<file path="config.mk">
export PLATFORM = sky130hd
export DESIGN_NAME = msk_block_seq
export DESIGN_NICKNAME = d
export VERILOG_FILES = /design/src/rtl/msk_seq_pkg.sv /design/src/rtl/msk_word_slot.sv /design/src/rtl/msk_block_seq.sv
export SDC_FILE = /design/constraint.sdc
export NUM_CORES = 1
export LEC_CHECK = 0
export ABC_AREA = 0
export CAP_MARGIN = 20
export CORE_MARGIN = 2
export CORE_UTILIZATION = 35
export CTS_CLUSTER_SIZE = 8
export DETAILED_ROUTE_END_ITERATION = 8
export GPL_ROUTABILITY_DRIVEN = 0
export GPL_TIMING_DRIVEN = 0
export HOLD_SLACK_MARGIN = 0.03
export PLACE_DENSITY = 0.74
export SLEW_MARGIN = 25
export SYNTH_ARGS = -nofsm -noshare
export SYNTH_HDL_FRONTEND = slang
export SYNTH_SLANG_ARGS = --single-unit
</file>
<file path="constraint.sdc">
create_clock -name clk -period 3.05 [get_ports clk]
set_input_delay 0.4575 -clock clk [delete_from_list [all_inputs] [get_ports clk]]
set_output_delay 0.4575 -clock clk [all_outputs]
set_load 0.1 [all_outputs]
</file>
<file path="src/rtl/msk_seq_pkg.sv">
// msk_seq_pkg: state encoding and width helper shared by the masked block sequencer
package msk_seq_pkg;
  typedef enum logic [1:0] {IDLE, FILL, FULL} state_t;
  function automatic int cnt_w(input int nw);
    return $clog2(nw + 1);
  endfunction
endpackage

</file>
<file path="src/rtl/msk_word_slot.sv">
// msk_word_slot: one masked word register with independent load and clear
module msk_word_slot #(
  parameter int WD = 64
) (
  input  logic          clk,
  input  logic          rst_n,
  input  logic          ld,
  input  logic          clr,
  input  logic [WD-1:0] din,
  output logic [WD-1:0] q
);
  always_ff @(posedge clk or negedge rst_n)
    if (!rst_n) q <= '0;
    else if (clr) q <= '0;
    else if (ld) q <= din;
endmodule

</file>
<file path="src/rtl/msk_block_seq.sv">
// msk_block_seq: packs masked words into NW-word blocks; MSK_BLOCK_SEQ_PAD_EN selects a 1-marker pad word
module msk_block_seq
  import msk_seq_pkg::*;
#(
  parameter int d  = 2,
  parameter int W  = 32,
  parameter int NW = 4
) (
  input  logic                   clk,
  input  logic                   rst_n,
  input  logic [W*d-1:0]         in_data,
  input  logic                   in_valid,
  input  logic                   in_last,
  output logic                   in_ready,
  output logic [NW*W*d-1:0]      out_data,
  output logic                   out_valid,
  input  logic                   out_ready,
  output logic [cnt_w(NW)-1:0]   out_nwords,
  output logic                   out_last
);
  localparam int WD = W * d;
  localparam int CW = cnt_w(NW);
  localparam logic [CW-1:0] LAST = CW'(NW - 1);
`ifdef MSK_BLOCK_SEQ_PAD_EN
  localparam logic [WD-1:0] PAD = WD'(1);
`else
  localparam logic [WD-1:0] PAD = '0;
`endif
  state_t state;
  logic [CW-1:0] wcnt, nxt;
  logic acc, close, part;
  assign in_ready  = state != FULL;
  assign out_valid = state == FULL;
  assign acc   = in_valid & in_ready;
  assign nxt   = wcnt + 1'b1;
  assign close = acc & (in_last | wcnt == LAST);
  assign part  = acc & in_last & wcnt != LAST;
  // padding is written in the same edge as the closing word; first pad slot may carry the marker
  for (genvar k = 0; k < NW; k++) begin : g_slot
    logic hit, pad_one, clr;
    assign hit     = acc && wcnt == CW'(k);
    assign pad_one = part && nxt == CW'(k);
    assign clr     = part && CW'(k) > nxt;
    msk_word_slot #(.WD(WD)) u_slot (
      .clk  (clk),
      .rst_n(rst_n),
      .ld   (hit | pad_one),
      .clr  (clr),
      .din  (hit ? in_data : PAD),
      .q    (out_data[k*WD +: WD])
    );
  end
  always_ff @(posedge clk or negedge rst_n)
    if (!rst_n) begin
      state      <= IDLE;
      wcnt       <= '0;
      out_nwords <= '0;
      out_last   <= 1'b0;
    end else if (state == FULL) begin
      if (out_ready) begin
        state <= IDLE;
        wcnt  <= '0;
      end
    end else if (acc) begin
      wcnt  <= nxt;
      state <= close ? FULL : FILL;
      if (close) begin
        out_nwords <= nxt;
        out_last   <= in_last;
      end
    end
endmodule

</file>
# Word level (Yosys, flattened, before mapping)

Index checks and enable logic that the tools add are counted.

Input bits: 69
Flip-flop bits (word level): 265
Output and inout port bits: 262
Word-level logic and storage cells: 73

Reduce and logical (&&, ||, !) cells: 21
Magnitude comparators: 4
Bitwise gates (word level): 10
$add $sub $neg: 1
Muxes and demuxes: 19
Equality and inequality tests: 10

Operators by type and width:

| kind                                                                  | number |
|---|---|
| 64-bit 2-to-1 mux                                                     | 12 |
| 3-bit by 2-bit equality test with 1-bit output, second input constant | 4 |
| 1-bit logical AND                                                     | 12 |
| 2-bit nonzero test                                                    | 5 |
| 3-bit 2-to-1 mux                                                      | 3 |
| 2-bit 2-to-1 mux                                                      | 4 |
| 3-bit by 1-bit equality test with 1-bit output, second input constant | 2 |
| 1-bit by 3-bit > comparator with 1-bit output, first input constant   | 2 |
| 2-bit by 3-bit > comparator with 1-bit output, first input constant   | 2 |
| 3-bit logical NOT                                                     | 2 |
| 1-bit bitwise OR                                                      | 5 |
| 1-bit AND                                                             | 4 |
| 3-bit by 1-bit adder with 3-bit output, second input constant         | 1 |
| 3-bit by 2-bit != test with 1-bit output, second input constant       | 1 |
| 3-bit AND reduction                                                   | 1 |
| 2-bit equality test, second input constant                            | 1 |
| 2-bit by 1-bit != test with 1-bit output, second input constant       | 1 |
| 2-bit != test, second input constant                                  | 1 |
| 2-bit AND reduction                                                   | 1 |
| 1-bit NOT                                                             | 1 |

# Longest topological paths before layout

Gate-level depths: netlist of the first run.

Depth after elaboration: 8
Depth in mapped cells: 7
Mapped depth without buffers: 6

# Modules after synthesis

Synthesis of the first run repeated with hierarchy kept, for this count alone.

Cells, all modules: 1160
Area total of the unflattened synthesis: 13021.2 um^2

By module, submodules not included:

| module        | cells each | area each (um^2) | times used |
|---|---|---|---|
| msk_word_slot | 206        | 2611.3           | 4 |
| msk_block_seq | 336        | 2576.2           | 1 |

# Worst setup path after synthesis of the first run

No wires, ideal clock.

Kind: register to register
From: reg wcnt[0]
To: reg g_slot[2].u_slot.q[10]
Setup time: 0.123 ns
Required time: 2.927 ns
Cell stages (with the launch flop): 8
Path slack: 0.804 ns
Arrival: 2.123 ns
Period minus slack after synthesis: 2.246 ns
Path through: dfrtp_1 ha_1 ha_1 nand3b_1 a2111oi_4 a21oi_4 buf_6 a22o_1

Cells in the longest elaborated chain, start to end: 5

RTL lines:

| what                                                                                           | RTL line            | text |
|---|---|---|
| start, declared                                                                                | msk_block_seq.sv:30 | `logic [CW-1:0] wcnt, nxt;` |
| start signal, assigned                                                                         | msk_block_seq.sv:65 | `wcnt <= nxt;` |
| parallel branches: the longest is 5 deep, another holds 3-bit by 1-bit adder with 3-bit output | -                   |  |
| end signal, assigned                                                                           | msk_word_slot.sv:15 | `else if (ld) q <= din;` |
| end, declared                                                                                  | msk_word_slot.sv:10 | `output logic [WD-1:0] q` |

Parallel ways; which one is timed is not known. The select of a mux whose other input is x is not followed.
A chain may end at the register's enable or synchronous reset.

# Final worst setup path of the first run

From: reg state[0]
To: out out_valid

Cells in the longest elaborated chain, start to end: 1

RTL lines:

| what                   | RTL line            | text |
|---|---|---|
| start, declared        | msk_block_seq.sv:29 | `state_t state;` |
| start signal, assigned | msk_block_seq.sv:66 | `state <= close ? FULL : FILL;` |
| 2-bit equality test    | msk_block_seq.sv:33 | `assign out_valid = state == FULL;` |
| end, declared          | msk_block_seq.sv:16 | `output logic out_valid,` |

No other way between the ends.

==> results of run 1 <==
[critical path: stages, from the launching register on]
cell,delay [ns]
dfrtp_1,0.36
nand2b_2,0.17
buf_6,0.14
inv_4,0.09
clkdlybuf4s50_1,1.19
[cell families (layout without fill, tap and decap cells)]
family | Yosys count | count (layout) | share of synthesized area [%]
compound gates | 274 | 274 | 22.2
fa+ha+maj | 6 | 6 | 0.766
buf+inv | 66 | 442 | 3.38
flops | 265 | 265 | 67.7
mux | 1 | 1 | 0.115
other cells | 0 | 1 | 0
simple gates | 146 | 146 | 5.88
[synth_stat cells]
library cell,instances
dfrtp_1,265
a22o_1,193
nand2_1,133
a21oi_1,66
buf_2,23
clkbuf_1,17
buf_1,11
buf_6,7
inv_1,7
ha_1,6
o21ai_0,4
nand3_1,3
and3_1,2
nor2_1,2
a2111oi_4,1
a21bo_2,1
a21o_1,1
a21oi_4,1
a31oi_2,1
a31oi_4,1
and3b_1,1
inv_4,1
mux2_2,1
nand2b_2,1
nand3b_1,1
nor2_2,1
nor2b_1,1
nor3_1,1
o2111ai_1,1
o211ai_1,1
o21a_1,1
o21ai_1,1
o41a_1,1
[worst max path at each step]
stage	startpoint	slack, ns	end	cells past startpoint
5_1_grt	state[0]$_DFFE_PN0P_	0.07	out_valid	4
4_1_cts	state[0]$_DFFE_PN0P_	0.12	out_valid	4
2_1_floorplan	wcnt[0]$_DFFE_PN0P_	0.80	g_slot[2].u_slot.q[10]$_DFFE_PN0P_	7
6_report	state[0]$_DFFE_PN0P_	0.14	out_valid	4
3_5_place_dp	in_valid	0.20	g_slot[1].u_slot.q[41]$_DFFE_PN0P_	6
3_3_place_gp	rst_n	-9.48	g_slot[1].u_slot.q[44]$_DFFE_PN0P_	1
[through the flow]
step | std cells | worst slack, ns | hold WS, ns
after floorplan | 758 | 0.804 | 0.162
after global placement | 1466 | -9.48 | 0.465
final | 1513 | 0.138 | 0.482
after detailed placement | 1468 | 0.195 | 0.480
after CTS | 1512 | 0.121 | 0.486
after global routing | 1512 | 0.0658 | 0.502
[sequential cells by signal (all words and copies together), names as in the netlist]
| register | cells |
|---|---|
| state | 2 |
| out_nwords | 3 |
| g_slot.u_slot.q | 256 |
| out_last | 1 |
| wcnt | 3 |
[timing repair]
item,in CTS,in global routing
gates resized for setup,0,0
endpoints found under the setup margin,0,0
hold buffers,1,0
endpoints found under the hold margin,83,0
[final cells by class]
type / instances / area [sq um] / area share [%]
multi-input cells: 427 / 2850 / 19.4
repair buffers: 333 / 3370 / 23.0
clock inverters: 1 / 8.76 / 0.0596
diodes: 1 / 2.50 / 0.0170
inverters: 8 / 32.5 / 0.221
plain buffers: 58 / 299 / 2.03
clock buffers: 42 / 1030 / 7.01
well taps: 378 / 473 / 3.22
flip-flops and latches: 265 / 6630 / 45.1
[cells in the final DEF, fill, tap and decap left out, types with 2 or more instances in the layout]
cell type / n
a21oi_1: 66
a22o_1: 193
and3_1: 2
buf_1: 11
buf_16: 2
buf_2: 23
buf_6: 7
clkbuf_1: 18
clkbuf_16: 41
clkdlybuf4s50_1: 329
dfrtp_1: 265
ha_1: 6
inv_1: 7
nand2_1: 133
nand3_1: 3
nor2_2: 2
o21ai_0: 4
[metal layers]
metal,wire [um],vias up
met1,13500,4029
met5,0,-
met4,987,0
met3,2380,66
li1,-,3490
met2,15300,335
==> summary.md, run 1 <==
| Metric | Value |
|---|---|
| Vias | 7920 |
| Tmin final | 2.91 ns |
| CTS tree | built |
| Clk Latency, worst-skew pair | 0.51 ns |
| Slew Limit Fails | 0 |
| Row count | 61 |
| Die height | 171 um |
| Final instance area | 14700 sq um |
| Setup TNS Final | 0 ns |
| Reg2Reg Setup Slack | 0.29 ns |
| Worst EP required | 2.59 ns |
| Setup violators final | 0 |
| Fill cells | 2359 |
| Clock slew at reported path FFs | 0.05 ns |
| Worst r2r dst | g_slot[1].u_slot.q[41]$_DFFE_PN0P_ |
| Placed inst area | 13600 sq um |
| HPWL after DPL | 21900 um |
| GR Util met2 | 35.1% |
| CTS root buffer | clkbuf_16 |
| Largest net degree at the start of global routing | 95 |
| Actual slew at the worst max-slew pin | 1.09 ns |
| Net count, final | 1207 |
| Outcome | finished clean |
| Hold Path Sink | state[0]$_DFFE_PN0P_ |
| Share of cells above drive strength 1 | 7.58% |
| Post-CTS Setup Bufs | 0 |
| Final worst path period share | 95.5% |
| Fin util | 53.0% |
| # DRC | 0 |
| Cell taking the most area after synthesis | dfrtp_1 |
| Synthesis-to-layout area growth | 49.9% |
| Slew margin rel. | 27.2% |
| Initial Util | 35.4% |
| Post-Synthesis Cells | 758 |
| Post-synthesis cell area | 9800 sq um |
| Max Root-Sink Buffers | 3 |
| Hold Path Depth | 1 |
| Startpoint types | register |
| Origin of the critical flop-to-flop path | wcnt[0]$_DFFE_PN0P_ |
| Die area | 29400 sq um |
| Max FO, Critical Path | 9 |
| Worst Setup Path Type | register to output pin |
| Vias in the first global route | 8245 |
| RSZ-0062 raised after global routing | false |
| Hold path startpoint | state[0]$_DFFE_PN0P_ |
| Fin. Hold Viols | 0 |
| H-Tree Depth | 2 |
| Total CTS buffers | 39 |
| Fin Clk Skew | 0.0168 ns |
| # IOs | 331 |
| Count of state elements after synthesis | 265 |
| Hold Crit Class | register to register |
| Synth warn | 0 |
| Met1 usage | 28.3% |
| CP endpoint kind | output pin |
| Per-cell routed wire length | 21.3 um |
| Maxcap violations | 0 |
| Layer carrying the most global-route usage | met2 |
| Total wire length | 32200 um |
| 1st-iter DRT viols | 581 |
| Post-synthesis average cell area | 12.9 sq um |
| Critical path arrival | 2.45 ns |
| Number of cell instances on the worst register-to-register path | 6 |
| CTS sink cnt | 265 |
| Post-DRT Antenna Nets | 0 |
| Die Wd | 171 um |
| Post-synthesis net count | 833 |
| Post-synth cell types | 33 |
| Buffers on Ports | 330 |
| Fmax | 343 MHz |
| Core Region | 27700 sq um |
| Post-synth top area share | 67.7% |
| Main area contributors after synthesis | dfrtp_1 68%, a22o_1 17%, nand2_1 5.1%, a21oi_1 3.4%, buf_2 1.2% |
| First-pass GRT wire length | 48600 um |
| DR vias/cell | 5.23 |
| Initial antenna violation count | 1 |
| Global-route usage over all layers | 21.5% |
| Total grt overflow | 0 |
| Pre-antenna DRT Iters | 5 |
| Met3 Use GR | 5.22% |
| Register area share after synthesis | 67.7% |
Power of run 1 is left out: the tool's default activity adds up to more than one toggle a clock period on the data nets, which glitch-free logic cannot reach.
==> run 2, diff against run 1 <==
--- a/config.mk
+++ b/config.mk
@@ -8,14 +8,14 @@
 export ABC_AREA = 0
 export CAP_MARGIN = 20
 export CORE_MARGIN = 2
-export CORE_UTILIZATION = 35
+export CORE_UTILIZATION = 45
 export CTS_CLUSTER_SIZE = 8
 export DETAILED_ROUTE_END_ITERATION = 8
 export GPL_ROUTABILITY_DRIVEN = 0
 export GPL_TIMING_DRIVEN = 0
 export HOLD_SLACK_MARGIN = 0.03
-export PLACE_DENSITY = 0.74
-export SLEW_MARGIN = 25
+export PLACE_DENSITY = 0.82
+export SLEW_MARGIN = 20
 export SYNTH_ARGS = -nofsm -noshare
 export SYNTH_HDL_FRONTEND = slang
 export SYNTH_SLANG_ARGS = --single-unit
==> summary.md, run 2 (synthesized netlist as in run 1, its figures left out) <==
| Metric | Value |
|---|---|
| Outcome | finished clean |
| Hold path startpoint | out_nwords[0]$_DFFE_PN0P_ |
| Vias in the first global route | 8574 |
| Slew Limit Fails | 0 |
| Max Root-Sink Buffers | 3 |
| DR vias/cell | 5.74 |
| # IOs | 331 |
| Fmax | 341 MHz |
| Slew margin rel. | 26.9% |
| Placed inst area | 13500 sq um |
| Max incr delay on CP | 1.21 ns |
| H-Tree Depth | 2 |
| Total CTS buffers | 39 |
| Non-filler cells, final | 1411 |
| Die area | 23000 sq um |
| Slowest cell on the critical path | clkdlybuf4s50_1 |
| Per-cell routed wire length | 23.0 um |
| RSZ-0062 raised after global routing | false |
| Most flops, register | g_slot.u_slot.q |
| Hold Crit Class | register to register |
| Placed cell count | 1366 |
| Seq. cell area | 6630 sq um |
| Die Wd | 152 um |
| CTS tree | built |
| CTS root buffer | clkbuf_16 |
| Critical path arrival | 2.47 ns |
| Tmin final | 2.93 ns |
| Max reg flops | 256 |
| Clock slew at reported path FFs | 0.05 ns |
| Final worst path period share | 96.1% |
| Core Region | 21200 sq um |
| Total grt overflow | 0 |
| Actual slew at the worst max-slew pin | 1.09 ns |
| # DRC | 0 |
| Pre-antenna DRT Iters | 7 |
| CP Cell Sequence | nand2b_2, buf_6, inv_4, clkdlybuf4s50_1 |
| CTS sink cnt | 265 |
| CP endpoint kind | output pin |
| Largest net degree at the start of global routing | 103 |
| Critical path startpoint | state[0]$_DFFE_PN0P_ |
| Worst EP required | 2.59 ns |
| Net count, final | 1208 |
| Most frequent cells in the layout | 329 x clkdlybuf4s50_1, 265 x dfrtp_1, 193 x a22o_1, 133 x nand2_1, 66 x a21oi_1 |
| Buffers on Ports | 330 |
| Die height | 152 um |
| Final instance area | 14600 sq um |
| Post-CTS Setup Bufs | 0 |
| Largest regs | g_slot.u_slot.q: 256 flops, out_nwords: 3 flops, wcnt: 3 flops |
| 1st-iter DRT viols | 427 |
| Setup violators final | 0 |
| Area occupied by multi-input gates | 2840 sq um |
| Fill cells | 1539 |
| Fin Clk Skew | 0.00994 ns |
| CP bufs+invs | 3 |
| Origin of the critical flop-to-flop path | wcnt[0]$_DFFE_PN0P_ |
| Initial Util | 46.2% |
| Initial antenna violation count | 1 |
| Row count | 53 |
| Synthesis-to-layout area growth | 48.7% |
| Clk Latency, worst-skew pair | 0.50 ns |
| Global-route usage over all layers | 28.1% |
| First-pass GRT wire length | 49300 um |
| Share of cells above drive strength 1 | 7.58% |
| Vias | 8105 |
| Fin. Hold Viols | 0 |
| Top Family by Delay on Critical Path | buffers and inverters |
| Maxcap violations | 0 |
| HPWL after DPL | 21800 um |
| Commonest non-fill, non-tap cell in the layout | clkdlybuf4s50_1 |
| Max FO, Critical Path | 9 |
| Post-DRT Antenna Nets | 0 |
| Total wire length | 32400 um |
| Worst Setup Path Type | register to output pin |
| Startpoint types | register |
==> run 2: cell types whose count changed in the layout (fill, tap and decap cells not counted) <==
cell,delta
nor2_2,-1
buf_6,+1
nor2_1,+1
==> run 2: routing by layer <==
layer	track usage [%]	part of all wire (%)
met5	0	0
met4	12.1	4.2
met3	7.28	7.5
met2	45.8	49
met1	35.8	39
==> run 2: layout make-up <==
type	count	area share [%]
sequential	265	45.5
timing repair buffer	334	23.2
multi-input combinational	427	19.5
clock buffer	42	7.07
tap	275	2.36
buffer	58	2.05
inverter	8	0.223
clock inverter	1	0.0601
antenna	1	0.0172
==> run 2: path summary, 6_finish.rpt <==
path | cells past startpoint | slack (ns) | to
max reg2reg | 6 | 0.37 | g_slot[1].u_slot.q[28]$_DFFE_PN0P_
min reg2reg | 2 | 0.48 | out_nwords[0]$_DFFE_PN0P_
min in group asynchronous | 2 | 0.54 | g_slot[2].u_slot.q[15]$_DFFE_PN0P_
max | 4 | 0.12 | out_valid
min | 2 | 0.48 | out_nwords[0]$_DFFE_PN0P_
max in group asynchronous | 3 | 1.54 | out_nwords[2]$_DFFE_PN0P_
==> run 2: tightest hold or removal path: stages (launching register included) <==
cell and delay (ns):
dfrtp_1 0.34, nand2_1 0.05, o21ai_0 0.06
==> run 2: what timing repair did <==
action	4_1_cts	5_1_grt
hold buffers	1	0
hold endpoints to repair	77	0
endpoints found under the setup margin	0	30
gates resized for setup	0	1
==> run 2: metrics by stage <==
step                      hold WS, ns  setup slack (ns)  utilization, %  setup TNS (ns)
after global routing            0.506            0.0637            68.7               0
after detailed placement        0.474             0.123            63.7               0
after global placement          0.464             -9.44            63.4        -2493.94
after CTS                       0.484            0.0796            68.7               0
final                           0.481             0.119            68.7               0
after floorplan                 0.162             0.804               -               0
Power of run 2 is left out for the same reason.
